## src/rtl/seq_pkg.sv

```systemverilog
// Shared types for the fetch sequencer: instruction classes, FSM states and
// the decoded-instruction bundle handed from seq_decode to the control FSM.
package seq_pkg;

  typedef enum logic [1:0] {
    OP_ALU = 2'b00,
    OP_JMP = 2'b01,
    OP_BZ  = 2'b10,
    OP_SYS = 2'b11
  } opcls_e;

  localparam logic [5:0] SYS_HALT = 6'h3F;

  typedef enum logic [1:0] {
    S_IDLE,
    S_RUN,
    S_STALL,
    S_HALT
  } state_e;

  typedef struct packed {
    opcls_e     cls;
    logic [5:0] target;
    logic [1:0] alu_op;
    logic [3:0] alu_operand;
  } dec_t;

endpackage

```

## src/rtl/fetch_sequencer_if.sv

```systemverilog
// Instruction-memory and ALU-datapath signals seen by the fetch sequencer.
// master = sequencer side, slave = memory/datapath side.
interface fetch_sequencer_if #(
  parameter int ADDR_W = 6
);
  logic [7:0]        instruction;
  logic              branch;
  logic [ADDR_W-1:0] branchaddress;
  logic              alu_valid;
  logic [1:0]        alu_op;
  logic [3:0]        alu_operand;
  logic              alu_ready;
  logic              zero_flag;

  modport master (
    input  instruction, alu_ready, zero_flag,
    output branch, branchaddress, alu_valid, alu_op, alu_operand
  );

  modport slave (
    output instruction, alu_ready, zero_flag,
    input  branch, branchaddress, alu_valid, alu_op, alu_operand
  );
endinterface

```

## src/rtl/seq_decode.sv

```systemverilog
// Pure field split of an instruction word; no state, no policy.
module seq_decode
  import seq_pkg::*;
(
  input  logic [7:0] instruction,
  output dec_t       dec
);
  assign dec.cls         = opcls_e'(instruction[7:6]);
  assign dec.target      = instruction[5:0];
  assign dec.alu_op      = instruction[5:4];
  assign dec.alu_operand = instruction[3:0];
endmodule

```

## src/rtl/fetch_sequencer.sv

```systemverilog
// Control FSM for the 8-bit core: steers the instruction memory PC, issues ALU
// ops over valid/ready, and keeps a PC mirror plus a saturating retire count.
module fetch_sequencer
  import seq_pkg::*;
#(
  parameter int ADDR_W = 6,
  parameter int CNT_W  = 16
) (
  input  logic                clk,
  input  logic                rst,
  fetch_sequencer_if.master   bus,
  input  logic                run,
  output logic                halted,
  output logic [ADDR_W-1:0]   pc,
  output logic [CNT_W-1:0]    retired
);

  state_e            state, nxt;
  dec_t              dec;
  logic              hazard;
  logic              br, vld, retire, xfer;
  logic [ADDR_W-1:0] baddr, tgt;

  seq_decode u_dec (
    .instruction (bus.instruction),
    .dec         (dec)
  );

  assign tgt = ADDR_W'(dec.target);

  // Holding the PC is done by re-branching to the current address.
  always_comb begin
    nxt    = state;
    br     = 1'b0;
    baddr  = pc;
    vld    = 1'b0;
    retire = 1'b0;
    case (state)
      S_IDLE: begin
        br = 1'b1;
        if (run) nxt = S_RUN;
      end
      S_RUN, S_STALL: begin
        nxt = S_RUN;
        case (dec.cls)
          OP_ALU: begin
            vld = 1'b1;
            if (bus.alu_ready) retire = 1'b1;
            else begin
              br  = 1'b1;
              nxt = S_STALL;
            end
          end
          OP_JMP: begin
            br     = 1'b1;
            baddr  = tgt;
            retire = 1'b1;
          end
          OP_BZ: begin
            // zero_flag is stale the cycle right after a transfer: wait one.
            if (hazard) begin
              br  = 1'b1;
              nxt = S_STALL;
            end else begin
              retire = 1'b1;
              if (bus.zero_flag) begin
                br    = 1'b1;
                baddr = tgt;
              end
            end
          end
          OP_SYS: begin
            retire = 1'b1;
            if (dec.target == SYS_HALT) begin
              br  = 1'b1;
              nxt = S_HALT;
            end
          end
          default: ;
        endcase
      end
      S_HALT: begin
        if (run) nxt = S_RUN;
        else     br  = 1'b1;
      end
      default: nxt = S_IDLE;
    endcase
  end

  assign xfer = vld & bus.alu_ready;

  // Outputs forced quiet while reset is held; internal next-state is unaffected.
  assign bus.branch        = br & rst;
  assign bus.branchaddress = rst ? baddr : '0;
  assign bus.alu_valid     = vld & rst;
  assign bus.alu_op        = dec.alu_op;
  assign bus.alu_operand   = dec.alu_operand;
  assign halted            = (state == S_HALT);

  always_ff @(posedge clk or negedge rst) begin
    if (!rst) begin
      state   <= S_IDLE;
      pc      <= '0;
      hazard  <= 1'b0;
      retired <= '0;
    end else begin
      state  <= nxt;
      pc     <= br ? baddr : pc + 1'b1;
      hazard <= xfer;
      if (retire && retired != '1) retired <= retired + 1'b1;
    end
  end

endmodule

```

## src/flat_wrapper.sv

```systemverilog
// flat-port wrapper written by rule: the top's interface ports become plain ports
module fetch_sequencer_flat import seq_pkg::*;
#(
  parameter int ADDR_W = 6,
  parameter int CNT_W  = 16
)
  (clk, rst, run, halted, pc, retired, bus_instruction, bus_alu_ready, bus_zero_flag, bus_branch, bus_branchaddress, bus_alu_valid, bus_alu_op, bus_alu_operand);
  fetch_sequencer_if #(.ADDR_W(ADDR_W)) bus_i ();
  input  logic clk;
  input  logic rst;
  input  logic run;
  output logic halted;
  output logic [ADDR_W-1:0] pc;
  output logic [CNT_W-1:0] retired;
  input wire logic [$bits(bus_i.instruction)-1:0] bus_instruction;
  input wire logic [$bits(bus_i.alu_ready)-1:0] bus_alu_ready;
  input wire logic [$bits(bus_i.zero_flag)-1:0] bus_zero_flag;
  output wire logic [$bits(bus_i.branch)-1:0] bus_branch;
  output wire logic [$bits(bus_i.branchaddress)-1:0] bus_branchaddress;
  output wire logic [$bits(bus_i.alu_valid)-1:0] bus_alu_valid;
  output wire logic [$bits(bus_i.alu_op)-1:0] bus_alu_op;
  output wire logic [$bits(bus_i.alu_operand)-1:0] bus_alu_operand;
  assign bus_i.instruction = bus_instruction;
  assign bus_i.alu_ready = bus_alu_ready;
  assign bus_i.zero_flag = bus_zero_flag;
  assign bus_branch = bus_i.branch;
  assign bus_branchaddress = bus_i.branchaddress;
  assign bus_alu_valid = bus_i.alu_valid;
  assign bus_alu_op = bus_i.alu_op;
  assign bus_alu_operand = bus_i.alu_operand;
  fetch_sequencer #(.ADDR_W(ADDR_W), .CNT_W(CNT_W)) u_core (.clk(clk), .rst(rst), .bus(bus_i), .run(run), .halted(halted), .pc(pc), .retired(retired));
endmodule
```

## config.mk

```make
export PLATFORM = sky130hd
export DESIGN_NAME = fetch_sequencer_flat
export DESIGN_NICKNAME = d
export VERILOG_FILES = /design/src/rtl/seq_pkg.sv /design/src/rtl/fetch_sequencer_if.sv /design/src/rtl/seq_decode.sv /design/src/rtl/fetch_sequencer.sv /design/src/flat_wrapper.sv
export SDC_FILE = /design/constraint.sdc
export NUM_CORES = 1
export LEC_CHECK = 0
export ABC_CLOCK_PERIOD_IN_PS = 2500
export CAP_MARGIN = 20
export CORE_MARGIN = 3
export CORE_UTILIZATION = 47
export CTS_CLUSTER_DIAMETER = 40
export CTS_CLUSTER_SIZE = 8
export DETAILED_ROUTE_END_ITERATION = 7
export GPL_TIMING_DRIVEN = 1
export PLACE_DENSITY = 0.82
export SYNTH_ARGS = -nofsm -noshare
export SYNTH_HDL_FRONTEND = slang
export SYNTH_SLANG_ARGS = --single-unit
```

## constraint.sdc

```tcl
create_clock -name clk -period 2.5 [get_ports clk]
set_clock_uncertainty 0.2 [all_clocks]
set_input_delay 0.5 -clock clk [delete_from_list [all_inputs] [get_ports clk]]
set_output_delay 0.5 -clock clk [all_outputs]
set_load 0.01 [all_outputs]
```

---- Yosys cells after proc, flatten, opt, wreduce, memory -nomap -nowiden ----
Cells that the tools add are included.
storage, ports and cells
  bits in registers ....................... 25
  bits of input ports ..................... 13
  output and inout port bits .............. 37
cells by class
  add/sub/neg operators ................... 2
  eq/ne operators ......................... 9
  muxes and demuxes ....................... 25
  bitwise operators ....................... 3
  reduce and logical (&&, ||, !) cells .... 6
operator list
  kind                                                                    number
  6-bit 2-to-1 mux                                                        5
  16-bit by 1-bit adder with 16-bit output (second input constant)        1
  16-bit != test (second input constant)                                  1
  6-bit one-hot mux with 2 select lines                                   1
  1-bit 2-to-1 mux                                                        10
  2-bit equality test (second input constant)                             4
  2-bit 2-to-1 mux                                                        4
  6-bit by 1-bit adder with 6-bit output (second input constant)          1
  6-bit equality test (second input constant)                             1
  1-bit one-hot mux with 3 select lines                                   2
  2-bit one-hot mux with 3 select lines                                   1
  2-bit OR reduction                                                      3
  2-bit by 1-bit equality test with 1-bit output (second input constant)  2
  2-bit logical NOT                                                       2
  1-bit one-hot mux with 4 select lines                                   1
  2-bit one-hot mux with 2 select lines                                   1
  1-bit AND                                                               3
  2-bit by 1-bit != test with 1-bit output (second input constant)        1
  1-bit logical AND                                                       1

---- Logic depth before layout (Yosys ltp) ----
Gate-level depths: netlist (run 1).
  depth after elaboration ................. 5
  gate-level depth with buffers ........... 8

---- By module ----
From an unflattened synthesis (run 1), not the netlist that was laid out.
second synthesis, totals
  cells, all modules ...................... 188
  area, all modules ....................... 1,800.5 sq um
modules (own cells, without submodules)
  module           times used  cells each  area each (sq um)  seq. area each (sq um)
  fetch_sequencer  1           174         1,695.4            625.6
  seq_decode       1           14          105.1              0.0

---- Least setup slack after synthesis (run 1) ----
Ideal clock, no wire load.
  kind .................................... input -> output
  from .................................... input bus_instruction[6]
  to ...................................... output bus_branchaddress[5]
  arrival ................................. 1.606 ns
  required time ........................... 1.800 ns
  path slack .............................. 0.194 ns
  cell stages on the path ................. 6
  buffers on the path ..................... 0
  path through ............................ inv_1 > ha_1 > nand3b_1 > a21oi_1 > nand2_1 > a21boi_0
between the ends
  cells in the longest elaborated chain, start to end .. 4
ends and longest elaborated chain
  item                                                                                          RTL line               RTL
  from (decl)                                                                                   flat_wrapper.sv:15     input wire logic [$bits(bus_i.instruction)-1:0] bus_instruction;
  2-bit equality test / 2-bit by 1-bit equality test with 1-bit output (equally long branches)  fetch_sequencer.sv:45  case (dec.cls)
  6-bit one-hot mux with 2 select lines (*)                                                     fetch_sequencer.sv:45
  6-bit 2-to-1 mux (*)                                                                          fetch_sequencer.sv:38  case (state)
  6-bit 2-to-1 mux (*)                                                                          fetch_sequencer.sv:94  assign bus.branchaddress = rst ? baddr : '0;
  to (decl)                                                                                     flat_wrapper.sv:19     output wire logic [$bits(bus_i.branchaddress)-1:0] bus_branchaddress;
Mark *: on every way between the ends. The rest lies on a longest branch, timed or not.

---- Worst setup path in the final report (run 1) ----
  from .................................... input bus_instruction[7]
  to ...................................... output bus_branchaddress[2]
Same word-level chain as after synthesis.

==> results.sh, run 1 <==
export IMPL_post_synth_and_or_nand_nor_area_fraction_pct=22.92
export IMPL_setup_viol=2
export IMPL_synth_cell_types=49
export IMPL_final_hold_worst_slack_ps=315.6
export IMPL_cp_top_family="buffers and inverters"
export IMPL_cp_max_stage_delay_ps=270
export IMPL_worstMarginPinSlew_ps=472.5
export IMPL_worst_r2r_setup_slack_ps=280
export IMPL_routedWlPerCell_um=16.45
export IMPL_worst_ir_drop_vdd_v=0.0005274
export IMPL_clkSinkCount=25
export IMPL_final_period_util_pct=100.9
export IMPL_grt_max_degree=14
export IMPL_postSynth_topFlopCell="dfrtp_1"
export IMPL_syn_nets=188
export IMPL_worst_setup_hold_path_clk_slew_ps=130
export IMPL_ys_async_rst_share_pct=100.0
export IMPL_cp_max_fo=7
export IMPL_ys_ff_latch=25
export IMPL_rsz0062_at_grt="true"
export IMPL_via_density=5.567
export IMPL_syn_avg_cell_area_um2=9.957
export IMPL_drt_pass_1_iters=4
export IMPL_finalMaxSlewViolations=0
export IMPL_nNetsFinal=272
export IMPL_number_of_flops_mapped_to_enable_cells_by_yosys=0
export IMPL_synth_xor_xnor_area_share_pct=8.530
export IMPL_p_r_area_growth_vs_syn_pct=55.14
export IMPL_p_per_area_nw_per_um2=746.4
export IMPL_rows=20
export IMPL_cp_required_ps=1800
export IMPL_horiz_die_dim_um=65.12
export IMPL_drtIter0Drc=95
export IMPL_power_frac_seq_pct=34.8
export IMPL_cap_violations=0
export IMPL_cp_end_kind="primary output"
export IMPL_dr_total_vias=1631
export IMPL_chipHeight_um=65.12
export IMPL_dp_final_hpwl_um=3629
export IMPL_crit_arrival_ps=1820
export IMPL_clock_tree_htree_level_count=1
export IMPL_timing_final_crit_period_ps=2524
export IMPL_count_of_buffering_cells_on_the_critical_path_with_inverters_included=4
export IMPL_fillers=213
export IMPL_fin_ws_ps=-23.72
export IMPL_synth_adder_area_share_pct=7.616
export IMPL_initial_antenna_violation_count=1
export IMPL_drt_antenna_violating_nets=0
export IMPL_power_switching_mw=0.7496
export IMPL_worst_setup_path_type="primary input to primary output"
export IMPL_detail_route_wirelength_um=4820
export IMPL_grt_overflow=0
export IMPL_tritoncts="done"
export IMPL_worstPathCellList="clkdlybuf4s15_2 -> inv_2 -> ha_4 -> nand2_4 -> a21o_4 -> buf_4 -> a22oi_2 -> nor2b_1 -> buf_2"
export IMPL_io_pins=50
export IMPL_routabilityCongestion=0.8700
export IMPL_insertion_delay_ps=320
export IMPL_p_clk_share_pct=9.7
export IMPL_final_common_cell="buf_4"
export IMPL_muxShareOfSynthArea_pct=2.589
export IMPL_cts_path_max_buffers=2
export IMPL_sequential_cell_area_um2=625.6
export IMPL_synth_compound_gate_area_share_pct=15.00
export IMPL_outcome="finished, violations left"
export IMPL_max_slew_margin_rel_pct=67.69
export IMPL_synthesis_area_um2=1643
export IMPL_synth_top_family_by_area="simple AND/OR/NAND/NOR gates"
export IMPL_class_of_the_most_critical_hold_timing_path="primary input to async pin"
export IMPL_failed_checks="negative setup slack"
export IMPL_floorplan_initialDensity_pct=51.29
export IMPL_design_core_area_um2=3203
export IMPL_syn_instance_count=165
export IMPL_standby_leakage_power_nw=1.137
export IMPL_synth_seq_area_share_pct=38.08
export IMPL_clock_buffers_created_by_tritoncts=3
export IMPL_internal_power_mw=1.153
export IMPL_hold_violations=0
export IMPL_multi_input_comb_area_um2=1040
export IMPL_critPathSlowestCell="ha_4"
export IMPL_number_of_global_route_vias_before_repair=1607
export IMPL_fmaxAchievable_mhz=396.2
export IMPL_power_combinational_fraction_pct=55.5
export IMPL_most_frequent_cells_in_the_layout="buf_4, clkdlybuf4s50_1, dfrtp_1"
export IMPL_io_buffers=49
export IMPL_groute_usage_overall_pct=23.07
export IMPL_layout_drive_gt1_share_pct=34.27
export IMPL_grt_pass1_wl_um=7645
export IMPL_cts_root_buf="clkbuf_4"
export IMPL_route_detailed_drc=0
export IMPL_place_ws_ps=-919.3
export IMPL_design_die_area_um2=4241
export IMPL_swShare_pct=39.40
export IMPL_synth_yosys_warnings=0
export IMPL_critical_path_startpoint_type="primary input"
[sequential cells by signal, summed over array words and instances, names as in the netlist]
register	count
u_core.hazard	1
u_core.pc	6
u_core.retired	16
u_core.state	2
[layer usage]
metal | vias up | routed length (um) | track usage [%]
met2 | 55 | 2528 | 41.89
met3 | 13 | 212 | 3.932
met1 | 808 | 1937 | 27.93
met5 | - | 0 | 0
li1 | 755 | - | -
met4 | 0 | 141 | 6.736
[stage by stage]
step                std cells  power [mW]  TNS [ps]  instance area (um2)  util (%)
finish                    293       1.902    -35.59                 2549     79.57
global route              293       2.026    -335.2                 2549     79.57
CTS                       286       1.836    -11.60                 2439     76.13
detailed placement        281       1.619    -15340                 2365     73.83
global placement          281       1.578    -12030                 2365     73.83
floorplan                 165       1.099         0                 1643         -
[repair_timing]
action                     4_1_cts  5_1_grt
gates resized for setup         59       13
hold endpoints to repair         0        0
hold buffers                     0        0
setup endpoints to repair       24        4
setup buffers                    1        6
pin swaps                        6       10
[cells by family after synthesis]
family,count (synthesis)
AOI/OAI and AO/OA,28
buffers and inverters,17
xor gates and xnor gates,16
and+or+nand+nor,65
muxes,4
adders and majority gates,10
DFF,25
[cell usage after synthesis (2+ instances only)]
master / instances / area, um2
xor2_1: 3 / 26.28
buf_4: 6 / 45.04
inv_1: 10 / 37.54
mux2i_1: 2 / 20.02
nand4_1: 8 / 50.05
nand3_1: 5 / 25.02
nor2_2: 3 / 18.77
and3_1: 5 / 31.28
a21o_1: 2 / 15.01
nand2b_1: 3 / 18.77
and2_1: 3 / 18.77
nor2b_1: 5 / 31.28
a21oi_1: 3 / 15.01
a21boi_0: 2 / 15.01
nand2_1: 16 / 60.06
and3_2: 2 / 15.01
xnor2_1: 13 / 113.9
o211ai_1: 3 / 22.52
nor3_1: 3 / 15.01
nor2_1: 4 / 15.01
a22oi_1: 3 / 22.52
ha_1: 10 / 125.1
dfrtp_1: 25 / 625.6
[layout make-up]
class                   instances  share of cell area (%)
multi-input cells             123                   40.80
repair buffers                 86                   29.90
flip-flops and latches         25                   24.55
well taps                      44                   2.160
inverters                      10                   1.473
clock buffers                   4                   1.031
diodes                          1                 0.09818
[power groups by stage]
stage / logic (mW) / registers, mW / clock network, mW
after global routing: 1.14 / 0.683 / 0.205
after detailed placement: 0.957 / 0.663 / 0
after floorplan: 0.426 / 0.674 / 0
after CTS: 0.991 / 0.660 / 0.186
final: 1.06 / 0.662 / 0.184
after global placement: 0.922 / 0.656 / 0
[worst paths after layout]
kind	from	endpoint	cells past startpoint
max in group asynchronous	rst	u_core.retired[9]$_DFFE_PN0P_	3
min in group clk	u_core.retired[15]$_DFFE_PN0P_	u_core.retired[15]$_DFFE_PN0P_	1
min reg2reg	u_core.retired[15]$_DFFE_PN0P_	u_core.retired[15]$_DFFE_PN0P_	1
min	rst	u_core.pc[5]$_DFF_PN0_	2
max reg2reg	u_core.state[0]$_DFFE_PN0P_	u_core.retired[10]$_DFFE_PN0P_	8
max	bus_instruction[7]	bus_branchaddress[2]	9
Note: power is estimated with default switching activity, not from simulation.
==> run 2: changes to the inputs <==
GPL_TIMING_DRIVEN = 0   (was 1)
==> run 2 against run 1 <==
Net effect:
- the run still ends with negative setup slack left
- final area shrank 3.1%
- global-route usage shrank 1.1 points
- hold slack lost 200 ps
- non-clock buffer count shrank 11
- highest routed layer unchanged
==> results.sh, run 2 (synthesized netlist as in run 1, its figures left out) <==
export IMPL_layout_drive_gt1_share_pct=30.80
export IMPL_worst_r2r_setup_slack_ps=250
export IMPL_drt_antenna_violating_nets=0
export IMPL_nNetsFinal=261
export IMPL_dp_final_hpwl_um=3066
export IMPL_flip_flop_count_of_the_largest_register_all_copies_and_words_added=16
export IMPL_grt_max_degree=23
export IMPL_standby_leakage_power_nw=1.062
export IMPL_class_of_the_most_critical_hold_timing_path="primary input to async pin"
export IMPL_hold_violations=0
export IMPL_p_total_mw=1.839
export IMPL_clock_buffers_created_by_tritoncts=3
export IMPL_p_per_area_nw_per_um2=744.4
export IMPL_critical_path_startpoint_type="flip-flop"
export IMPL_r2r_cells=7
export IMPL_placed_cells_incl_taps=259
export IMPL_cp_max_stage_delay_ps=390
export IMPL_via_density=5.555
export IMPL_timing_final_crit_period_ps=2533
export IMPL_drtIter0Drc=119
export IMPL_cp_end_kind="primary output"
export IMPL_p_r_area_growth_vs_syn_pct=50.34
export IMPL_design_die_area_um2=4241
export IMPL_clkSinkCount=25
export IMPL_fin_ws_ps=-33.27
export IMPL_horiz_die_dim_um=65.12
export IMPL_floorplan_initialDensity_pct=51.29
export IMPL_final_sum_of_negative_setup_slack_ps=-46.41
export IMPL_most_frequent_cells_in_the_layout="clkdlybuf4s50_1, dfrtp_1, buf_4"
export IMPL_chipHeight_um=65.12
export IMPL_final_period_util_pct=101.3
export IMPL_worst_setup_hold_path_clk_slew_ps=140
export IMPL_cp_max_fo=4
export IMPL_worst_setup_path_startpoint="u_core.state[0]$_DFFE_PN0P_"
export IMPL_grt_overflow=0
export IMPL_insertion_delay_ps=320
export IMPL_cp_top_family="flip-flops"
export IMPL_route_detailed_drc=0
export IMPL_tritoncts="done"
export IMPL_worst_ir_drop_vdd_v=0.0005418
export IMPL_worstMarginPinSlew_ps=466.9
export IMPL_postLayoutCoreUtil_pct=77.11
export IMPL_cts_path_max_buffers=2
export IMPL_worstPathCellList="inv_2 -> ha_4 -> nand2_4 -> a21oi_4 -> buf_6 -> a22oi_1 -> nor2b_1 -> buf_2"
export IMPL_routedWlPerCell_um=16.13
export IMPL_clock_tree_htree_level_count=1
export IMPL_cap_violations=0
export IMPL_worst_setup_path_type="flip-flop to primary output"
export IMPL_critical_path_reg2reg_endpoint="u_core.retired[1]$_DFFE_PN0P_"
export IMPL_detail_route_wirelength_um=4532
export IMPL_groute_usage_overall_pct=21.94
export IMPL_design_core_area_um2=3203
export IMPL_finalMaxSlewViolations=0
export IMPL_rows=20
export IMPL_crit_reg2reg_launch="u_core.state[0]$_DFFE_PN0P_"
export IMPL_final_instance_count_excl_fill=281
export IMPL_n_antenna_cell=0
export IMPL_register_with_the_most_flip_flops="u_core.retired"
export IMPL_failed_checks="negative setup slack"
export IMPL_drt_pass_1_iters=4
export IMPL_setup_viol=2
export IMPL_fmaxAchievable_mhz=394.7
export IMPL_grt_pass1_wl_um=7355
export IMPL_dr_total_vias=1561
export IMPL_max_slew_margin_rel_pct=68.77
export IMPL_rsz0062_at_grt="true"
export IMPL_io_buffers=49
export IMPL_initial_antenna_violation_count=0
export IMPL_outcome="finished, violations left"
export IMPL_routabilityCongestion=0.8437
export IMPL_count_of_buffering_cells_on_the_critical_path_with_inverters_included=3
export IMPL_layout_top_registers="u_core.retired: 16 flops, u_core.pc: 6 flops, u_core.state: 2 flops"
export IMPL_io_pins=50
export IMPL_critPathSlowestCell="dfrtp_1"
export IMPL_cp_required_ps=1800
export IMPL_final_common_cell="clkdlybuf4s50_1"
export IMPL_cts_root_buf="clkbuf_4"
export IMPL_number_of_global_route_vias_before_repair=1580
export IMPL_crit_arrival_ps=1830
-- run 2: cell count changes in the layout (fill, tap and decap cells not counted), sizes merged --
| cell | change |
|---|---|
| dlygate4sd2 | +5 |
| clkdlybuf4s15 | +1 |
| dlygate4sd3 | +1 |
| dlymetal6s2s | -4 |
| buf | -12 |
| clkdlybuf4s50 | -2 |
| diode | -1 |
-- run 2: how the worst max path moves through the flow --
stage                           end  slack [ps]  depth (start not counted)
2_1_floorplan  bus_branchaddress[5]         190                          6
3_3_place_gp   bus_branchaddress[0]       -1060                          8
3_5_place_dp   bus_branchaddress[2]       -1080                          8
4_1_cts        bus_branchaddress[1]         -20                          8
5_1_grt        bus_branchaddress[3]        -150                          8
6_report       bus_branchaddress[3]         -30                          8
-- run 2: metal layers --
layer,wire length [um],track usage (%),up-vias
met5,0,0,-
met4,78,4.663,0
met3,211,4.274,8
met2,2343,39.34,47
met1,1898,27.38,773
li1,-,-,733
-- run 2: area by class of cell --
| class | count | area, um2 |
|---|---|---|
| Buffer | 6 | 45.04 |
| Clock buffer | 4 | 26.28 |
| Fill cell | 220 | 733.2 |
| Inverter | 10 | 37.54 |
| Multi-Input combinational cell | 123 | 1051 |
| Sequential cell | 25 | 625.6 |
| Tap cell | 44 | 55.05 |
| Timing Repair Buffer | 69 | 629.4 |
-- run 2: where the power goes --
group / switching [mW] / total (mW) / internal (mW)
clock: 0.119 / 0.181 / 0.0624
sequential: 0.151 / 0.658 / 0.508
combinational: 0.457 / 0.999 / 0.542
total: 0.727 / 1.84 / 1.11
-- run 2: what timing repair did --
action                     CTS  global route
buffers inserted            14             4
setup endpoints to repair   14             7
pin swaps                    9             1
gates resized for setup     69            11
hold endpoints to repair     6             0
hold buffers                 1             0
-- run 2: stage by stage --
step / hold slack (ps) / worst slack (ps) / area, um2
after floorplan: 4.409 / 194.0 / 1643
after global placement: 289.1 / -1065 / 2188
after detailed placement: 294.2 / -1076 / 2216
after CTS: 112.6 / -21.59 / 2416
after global routing: 106.9 / -151.7 / 2470
final: 112.5 / -33.27 / 2470
